--- config.mk ---
export PLATFORM = sky130hd
export DESIGN_NAME = mem_dma_top
export DESIGN_NICKNAME = d
export VERILOG_FILES = /design/src/rtl/mem_dma_pkg.sv /design/src/rtl/mem_copy_dma_if.sv /design/src/rtl/data_mem.sv /design/src/rtl/mem_dma_top.sv /design/src/rtl/mem_copy_dma.sv
export SDC_FILE = /design/constraint.sdc
export NUM_CORES = 1
export LEC_CHECK = 0
export CORE_UTILIZATION = 55
export DETAILED_ROUTE_END_ITERATION = 7
export PLACE_DENSITY = 0.71
export SLEW_MARGIN = 40
export SYNTH_ARGS = -nofsm -noshare
export SYNTH_HDL_FRONTEND = slang
export SYNTH_HIERARCHICAL = 1
export SYNTH_SLANG_ARGS = --single-unit
--- constraint.sdc ---
create_clock -name clk -period 9 [get_ports clk]
set_input_delay 1.8 -clock clk [delete_from_list [all_inputs] [get_ports clk]]
set_output_delay 1.8 -clock clk [all_outputs]
set_load 0.01 [all_outputs]
--- src/rtl/mem_dma_pkg.sv ---
// Shared types for the mem_copy_dma block-move engine: FSM states and op encodings.
package mem_dma_pkg;

  localparam int DEF_DATA_WIDTH  = 8;
  localparam int DEF_MEMORY_SIZE = 64;

  typedef enum logic [1:0] {
    IDLE = 2'd0,
    RD   = 2'd1,
    WR   = 2'd2,
    DONE = 2'd3
  } dma_state_e;

  localparam logic OP_COPY = 1'b0;
  localparam logic OP_FILL = 1'b1;

endpackage

--- src/rtl/mem_copy_dma_if.sv ---
// Command and memory-port bundle between a command issuer / data_mem pair and mem_copy_dma.
interface mem_copy_dma_if #(
  parameter int DATA_WIDTH  = 8,
  parameter int MEMORY_SIZE = 64
);
  localparam int ADDR_WIDTH = $clog2(MEMORY_SIZE);

  // Handshake: start is a one-cycle strobe honoured only while the engine is idle
  // (busy=0 and done=0); starts seen at any other time are dropped, never queued.
  // done pulses for exactly one cycle when the accepted command has finished.
  logic                  start;
  logic                  op;
  logic [ADDR_WIDTH-1:0] src_addr;
  logic [ADDR_WIDTH-1:0] dst_addr;
  logic [ADDR_WIDTH:0]   length;
  logic [DATA_WIDTH-1:0] fill_value;
  logic                  busy;
  logic                  done;
  logic [ADDR_WIDTH-1:0] mem_addr;
  logic [DATA_WIDTH-1:0] mem_write_data;
  logic                  mem_write_en;
  logic [DATA_WIDTH-1:0] mem_read_data;

  modport master (
    output start, op, src_addr, dst_addr, length, fill_value, mem_read_data,
    input  busy, done, mem_addr, mem_write_data, mem_write_en
  );

  modport slave (
    input  start, op, src_addr, dst_addr, length, fill_value, mem_read_data,
    output busy, done, mem_addr, mem_write_data, mem_write_en
  );

endinterface

--- src/rtl/data_mem.sv ---
// Single-port byte memory: synchronous write, one-cycle registered read, cleared by reset.
module data_mem #(
  parameter int DATA_WIDTH  = 8,
  parameter int MEMORY_SIZE = 64
) (
  input  logic                           clk,
  input  logic                           reset,
  input  logic [$clog2(MEMORY_SIZE)-1:0] addr,
  input  logic [DATA_WIDTH-1:0]          write_data,
  input  logic                           write_en,
  output logic [DATA_WIDTH-1:0]          read_data
);

  logic [DATA_WIDTH-1:0] mem_q [MEMORY_SIZE];

  always_ff @(posedge clk or negedge reset) begin
    if (!reset) begin
      for (int i = 0; i < MEMORY_SIZE; i++) mem_q[i] <= '0;
      read_data <= '0;
    end else begin
      if (write_en) mem_q[addr] <= write_data;
      read_data <= mem_q[addr];
    end
  end

endmodule

--- src/rtl/mem_dma_top.sv ---
// Integration of mem_copy_dma with data_mem sharing one clock and reset.
module mem_dma_top
  import mem_dma_pkg::*;
#(
  parameter int DATA_WIDTH  = DEF_DATA_WIDTH,
  parameter int MEMORY_SIZE = DEF_MEMORY_SIZE
) (
  input  logic                           clk,
  input  logic                           reset,
  input  logic                           start,
  input  logic                           op,
  input  logic [$clog2(MEMORY_SIZE)-1:0] src_addr,
  input  logic [$clog2(MEMORY_SIZE)-1:0] dst_addr,
  input  logic [$clog2(MEMORY_SIZE):0]   length,
  input  logic [DATA_WIDTH-1:0]          fill_value,
  output logic                           busy,
  output logic                           done,
  output dma_state_e                     dbg_state_o
);

  mem_copy_dma_if #(.DATA_WIDTH(DATA_WIDTH), .MEMORY_SIZE(MEMORY_SIZE)) bus ();

  assign bus.start      = start;
  assign bus.op         = op;
  assign bus.src_addr   = src_addr;
  assign bus.dst_addr   = dst_addr;
  assign bus.length     = length;
  assign bus.fill_value = fill_value;
  assign busy           = bus.busy;
  assign done           = bus.done;

  mem_copy_dma #(.DATA_WIDTH(DATA_WIDTH), .MEMORY_SIZE(MEMORY_SIZE)) u_dma (
    .clk         (clk),
    .reset       (reset),
    .bus         (bus.slave),
    .dbg_state_o (dbg_state_o)
  );

  data_mem #(.DATA_WIDTH(DATA_WIDTH), .MEMORY_SIZE(MEMORY_SIZE)) u_mem (
    .clk        (clk),
    .reset      (reset),
    .addr       (bus.mem_addr),
    .write_data (bus.mem_write_data),
    .write_en   (bus.mem_write_en),
    .read_data  (bus.mem_read_data)
  );

endmodule

--- src/rtl/mem_copy_dma.sv ---
// Byte-serial copy/fill engine that is the sole address/write master of data_mem.
module mem_copy_dma
  import mem_dma_pkg::*;
#(
  parameter int DATA_WIDTH  = DEF_DATA_WIDTH,
  parameter int MEMORY_SIZE = DEF_MEMORY_SIZE
) (
  input  logic           clk,
  input  logic           reset,
  mem_copy_dma_if.slave  bus,
  output dma_state_e     dbg_state_o
);

  localparam int ADDR_WIDTH = $clog2(MEMORY_SIZE);
  localparam logic [ADDR_WIDTH:0] LEN_MAX = (ADDR_WIDTH + 1)'(MEMORY_SIZE);

  dma_state_e            state_q, state_d;
  logic [ADDR_WIDTH-1:0] src_q, src_d;
  logic [ADDR_WIDTH-1:0] dst_q, dst_d;
  logic [ADDR_WIDTH:0]   rem_q, rem_d;
  logic                  op_q, op_d;
  logic [DATA_WIDTH-1:0] fill_q, fill_d;

  logic                  busy, done, we;
  logic [ADDR_WIDTH-1:0] addr;
  logic [DATA_WIDTH-1:0] wdata;
  logic [ADDR_WIDTH:0]   len_clamped;

  assign len_clamped = (bus.length > LEN_MAX) ? LEN_MAX : bus.length;

  always_ff @(posedge clk or negedge reset) begin
    if (!reset) begin
      state_q <= IDLE;
      src_q   <= '0;
      dst_q   <= '0;
      rem_q   <= '0;
      op_q    <= OP_COPY;
      fill_q  <= '0;
    end else begin
      state_q <= state_d;
      src_q   <= src_d;
      dst_q   <= dst_d;
      rem_q   <= rem_d;
      op_q    <= op_d;
      fill_q  <= fill_d;
    end
  end

  always_comb begin
    state_d = state_q;
    src_d   = src_q;
    dst_d   = dst_q;
    rem_d   = rem_q;
    op_d    = op_q;
    fill_d  = fill_q;
    busy    = 1'b0;
    done    = 1'b0;
    we      = 1'b0;
    addr    = '0;
    wdata   = '0;

    unique case (state_q)
      IDLE: begin
        if (bus.start) begin
          src_d  = bus.src_addr;
          dst_d  = bus.dst_addr;
          op_d   = bus.op;
          fill_d = bus.fill_value;
          rem_d  = len_clamped;
          if (len_clamped == '0)      state_d = DONE;
          else if (bus.op == OP_FILL) state_d = WR;
          else                        state_d = RD;
        end
      end
      RD: begin
        // data_mem registers mem[src] at the edge closing this cycle.
        busy    = 1'b1;
        addr    = src_q;
        state_d = WR;
      end
      WR: begin
        busy  = 1'b1;
        addr  = dst_q;
        we    = 1'b1;
        wdata = (op_q == OP_FILL) ? fill_q : bus.mem_read_data;
        src_d = src_q + ADDR_WIDTH'(1);
        dst_d = dst_q + ADDR_WIDTH'(1);
        rem_d = rem_q - (ADDR_WIDTH + 1)'(1);
        if (rem_q == (ADDR_WIDTH + 1)'(1)) state_d = DONE;
        else if (op_q == OP_FILL)          state_d = WR;
        else                               state_d = RD;
      end
      DONE: begin
        done    = 1'b1;
        state_d = IDLE;
      end
      default: state_d = IDLE;
    endcase
  end

  assign bus.busy           = busy;
  assign bus.done           = done;
  assign bus.mem_addr       = addr;
  assign bus.mem_write_en   = we;
  assign bus.mem_write_data = wdata;
  assign dbg_state_o        = state_q;

endmodule

==> summary.txt <==
STA
  • Worst-Margin Slew: between 0.5 and 0.6 ns
  • Final worst path period share: between 30 and 40%
  • Highest Clock Rate: just under 0.3 GHz
  • Setup TNS: 0 ns
  • Final Worst Setup Slack: 5.62 ns
  • Final min period: around 3.4 ns
  • Final Hold Fails: 0
  • # setup viols final: 0
  • Worst hold margin: around 0.54 ns
  • RSZ-0062 raised after global routing: no
  • Final Skew: ~0.0031 ns
  • Fin. max-slew vios: 0
  • Normalized max-slew margin: between 60 and 70%

Clock tree
  • CTS root buf: clkbuf_4
  • Post_cts resized: 0
  • TritonCTS clock tree: built
  • Post-CTS Setup Inserts: 0
  • Reg clk slew, reported paths: 0.07 ns
  • Clock sinks: 10
  • Hold Buf Count CTS: 0
  • Clock H-tree levels: 1
  • Total CTS buffers: 3
  • Clock buffer depth: 2
  • Clk Latency, worst-skew pair: 0.26 ns

Cells and area
  • Most frequent cells in the layout: clkdlybuf4s50_1, dfrtp_1, o21ai_0, ha_1, inv_1
  • Final-stage net count: 134
  • # diodes: 0
  • Area grow syn2layout: 15.7%
  • Commonest non-fill, non-tap cell in the layout: clkdlybuf4s50_1
  • Share of layout cells above drive strength 1: under 10%

Critical path
  • Slowest Stage Delay on Critical Path: ~0.52 ns
  • Crit path max fanout: 5
  • Critical Path Sink Type: output pin
  • Reg-to-Reg Start: u_dma/dbg_state_o[0]
  • CP delay by family, top: buffers and inverters
  • Crit path required time: between 7 and 8 ns
  • Crit path depth: 3
  • Crit path cell chain: inv_1, ha_1, clkdlybuf4s50_1
  • CP Launch Type: flop
  • R2R setup slack: approximately 7 ns
  • Slowest CP cell: clkdlybuf4s50_1
  • Buffers & Inverters on Critical Path: 2
  • Crit path to: busy
  • Worst r2r path cells: 6
  • Arrival @ worst endpoint: 1.58 ns
  • Crit path launch: u_dma/dbg_state_o[0]
  • End of the worst register-to-register path: u_dma/rem_q[3]
  • Crit Path Category: flop to output pin

Placement
  • Input/output buffers: 14
  • Setup slack after placement: between 5 and 6 ns
  • Dpl hpwl: around 1.2 mm
  • GP Congestion: roughly 0.74

Power and ir drop
  • Final Power: just over 0.3 mW
  • Pleak: approximately 0.37 nW
  • Max VDD drop: between 150 and 200 uV
  • PwrDens: between 300 and 400 mW/mm^2

Job
  • Max cap viols: 0

Floorplanning
  • Placeable Area: about 0.0013 mm^2
  • Die width: 39.9 um
  • Die Ht: 39.9 um
  • IO Pins: 35
  • Row count: 13
  • Initial Util: between 50% and 60%
  • Die area: 0.00159 mm^2

Synth
  • Cell count after synthesis: 93
  • Post-synth net total: 130
  • Ys Warns: 6
  • Synthesized area: 788 um^2
  • Avg Cell Area, Syn: ~8.5 um^2

Routing
  • Vias: between 600 and 700
  • WL/cell: roughly 14 um
  • DR pass1 iterations: 4
  • DRC: 0
  • Via/cell ratio: ~6.2
  • ANT nets after route: 0
  • Final Routed Wirelength: 1.61 mm
  • First-iteration detailed-routing DRC count: 10

Global route
  • Vias in the first global route: between 500 and 600
  • Largest net degree at the start of global routing: 19
  • Gr ovfl total: 0
  • First-pass GRT wire length: about 2.4 mm
  • Tot GR Track Use: approximately a quarter
  • Initial antenna violation count: 0

Hold path
  • Worst hold path type: flop to flop

Status
  • Run status: finished clean
## worst min path at each step
| stage | from | to | slack (ns) | depth (start not counted) |
|---|---|---|---|---|
| 4_1_cts | u_dma/op_q | u_dma/op_q | 0.54 | 1 |
| 5_1_grt | u_dma/op_q | u_dma/op_q | 0.56 | 1 |
| 2_1_floorplan | u_dma/rem_q[5] | u_dma/rem_q[5] | 0.50 | 1 |
| 6_report | u_dma/op_q | u_dma/op_q | 0.54 | 1 |
| 3_3_place_gp | u_dma/rem_q[5] | u_dma/rem_q[5] | 0.52 | 1 |
| 3_5_place_dp | u_dma/op_q | u_dma/op_q | 0.53 | 1 |
## registers in the layout (all words and copies together) (netlist names)
name               cells
u_dma/dbg_state_o      2
u_dma/op_q             1
u_dma/rem_q            7
## power by group
| group | internal, mW | switching (mW) | leakage (nW) | total (mW) |
|---|---|---|---|---|
| Combinational | 0.0822 | 0.0894 | 0.230 | 0.172 |
| Sequential | 0.0669 | 0.0244 | 0.121 | 0.0913 |
| Clock | 0.0245 | 0.0159 | 0.0210 | 0.0404 |
| Total | 0.174 | 0.130 | 0.372 | 0.303 |
## layer usage
metal	part of all wire (%)	vias to the layer above	track usage (%)
met4	0.87	0	10.3
met2	46	23	37.3
met5	0	-	0
li1	-	336	-
met3	3.4	2	3.41
met1	50	322	30.2
## per-stage QoR
step | instances | cell area (um^2) | utilization [%]
finish | 111 | 912 | 69.2
global route | 111 | 912 | 69.2
CTS | 111 | 912 | 69.2
detailed placement | 107 | 876 | 66.5
global placement | 107 | 876 | 66.5
floorplan | 93 | 788 | -
## layout make-up
cell class	instances	area [um^2]
timing repair buffer	14	140
tap	15	18.8
sequential	10	250
inverter	5	18.8
fill	106	405
multi-input combinational	63	448
clock buffer	4	36.3
## worst register-to-register path: cells and delay by family (launching register included)
| family | cells | cell delay, ns |
|---|---|---|
| and+or+nand+nor | 4 | 1.04 |
| buffers and inverters | 1 | 0.11 |
| adders and majority gates | 1 | 0.53 |
| DFF | 1 | 0.43 |
No activity file was read; power rests on OpenSTA's default activity.
==> patch, RTL diff (same settings) <==
Set the package constant `DEF_DATA_WIDTH` to 7 (it was 8).
--- a/src/rtl/mem_dma_pkg.sv
+++ b/src/rtl/mem_dma_pkg.sv
@@ -1,7 +1,7 @@
 // Shared types for the mem_copy_dma block-move engine: FSM states and op encodings.
 package mem_dma_pkg;
 
-  localparam int DEF_DATA_WIDTH  = 8;
+  localparam int DEF_DATA_WIDTH  = 7;
   localparam int DEF_MEMORY_SIZE = 64;
 
   typedef enum logic [1:0] {
Ports: changed (resized fill_value); port bits go from 35 to 34. No check against the original RTL was run, so the function may have changed too.
==> patch against the unedited design <==
Design area grew 2.9%. Maximum frequency grew 0.35%. Sequential cell count is the same. Synthesized area grew 3.2%. Setup slack gained 12 ps. Die area grew 3.0%. Wire length grew 4.4%.
Power is left out: it rests on default switching activity, and per cell area and clock period it moved more than threefold.
==> patch: results (changes against the unedited design) <==
* Status: finished, final reports clean
* Initial DRC count at 19 (+9)
* Top cell family by delay on the critical path: buffers and inverters
* DP Wirelength at 1.23 mm (+3.0%)
* Flop-to-flop setup slack at 7070 ps (+250 ps)
* Setup bufs post-CTS at 0 (unchanged)
* Placer Congestion at 0.742 (+0.45%)
* Layout Nets at 139 (+3.7%)
* Via density at 5.83 (-5.3%)
* RR Endpoint: u_dma/rem_q[6]$_DFFE_PN0P_
* Mapped Nets at 133 (+2.3%)
* Largest net degree at the start of global routing at 20 (+1)
* WL final at 1.68 mm (+4.4%)
* Vias in the first global route at 596 (+10%)
* Worst slew pin tran at 604 ps (+21.9 ps)
* CTS clock-pin slew for the worst setup and hold paths at 70 ps (about the same)
* Layout cells sized above 1 at 12.7% (+4.4 points)
* Slowest stage delay, CP at 530 ps
* Filler Cell Count at 117 (+10%)
* Crit path time final at 3370 ps (-11.9 ps)
* Worst hold slack at 549 ps (+8.27 ps)
* Path type of the worst min-delay path: reg -> reg
* Place WS at 5520 ps (+125 ps)
* Largest fanout on the critical path at 5 (unchanged)
* Clock skew at 4.70 ps (+1.63 ps)
* First-pass GRT wire length at 2.55 mm (+6.3%)
* GRT Util Overall at 24.5% (+1.3 points)
patch: per-stage QoR:
stage,util (%),cells,cell area (sq um)
2_1_floorplan,-,97,813
3_3_place_gp,67.6,113,902
3_5_place_dp,67.6,113,902
4_1_cts,70.4,117,938
5_1_grt,70.4,117,938
6_report,70.4,117,938
patch: cell type report:
cell class | count | share of cell area [%]
Inverter | 7 | 2.80
Sequential cell | 10 | 26.7
Timing Repair Buffer | 14 | 14.9
Clock buffer | 4 | 3.87
Multi-Input combinational cell | 67 | 49.7
Tap cell | 15 | 2.00
patch: layer usage:
| metal | up-vias | track usage (%) | wire length, um |
|---|---|---|---|
| li1 | 346 | - | - |
| met3 | 2 | 5.00 | 91 |
| met2 | 18 | 36.1 | 768 |
| met4 | 0 | 12.5 | 13 |
| met5 | - | 0 | 0 |
| met1 | 316 | 33.3 | 805 |
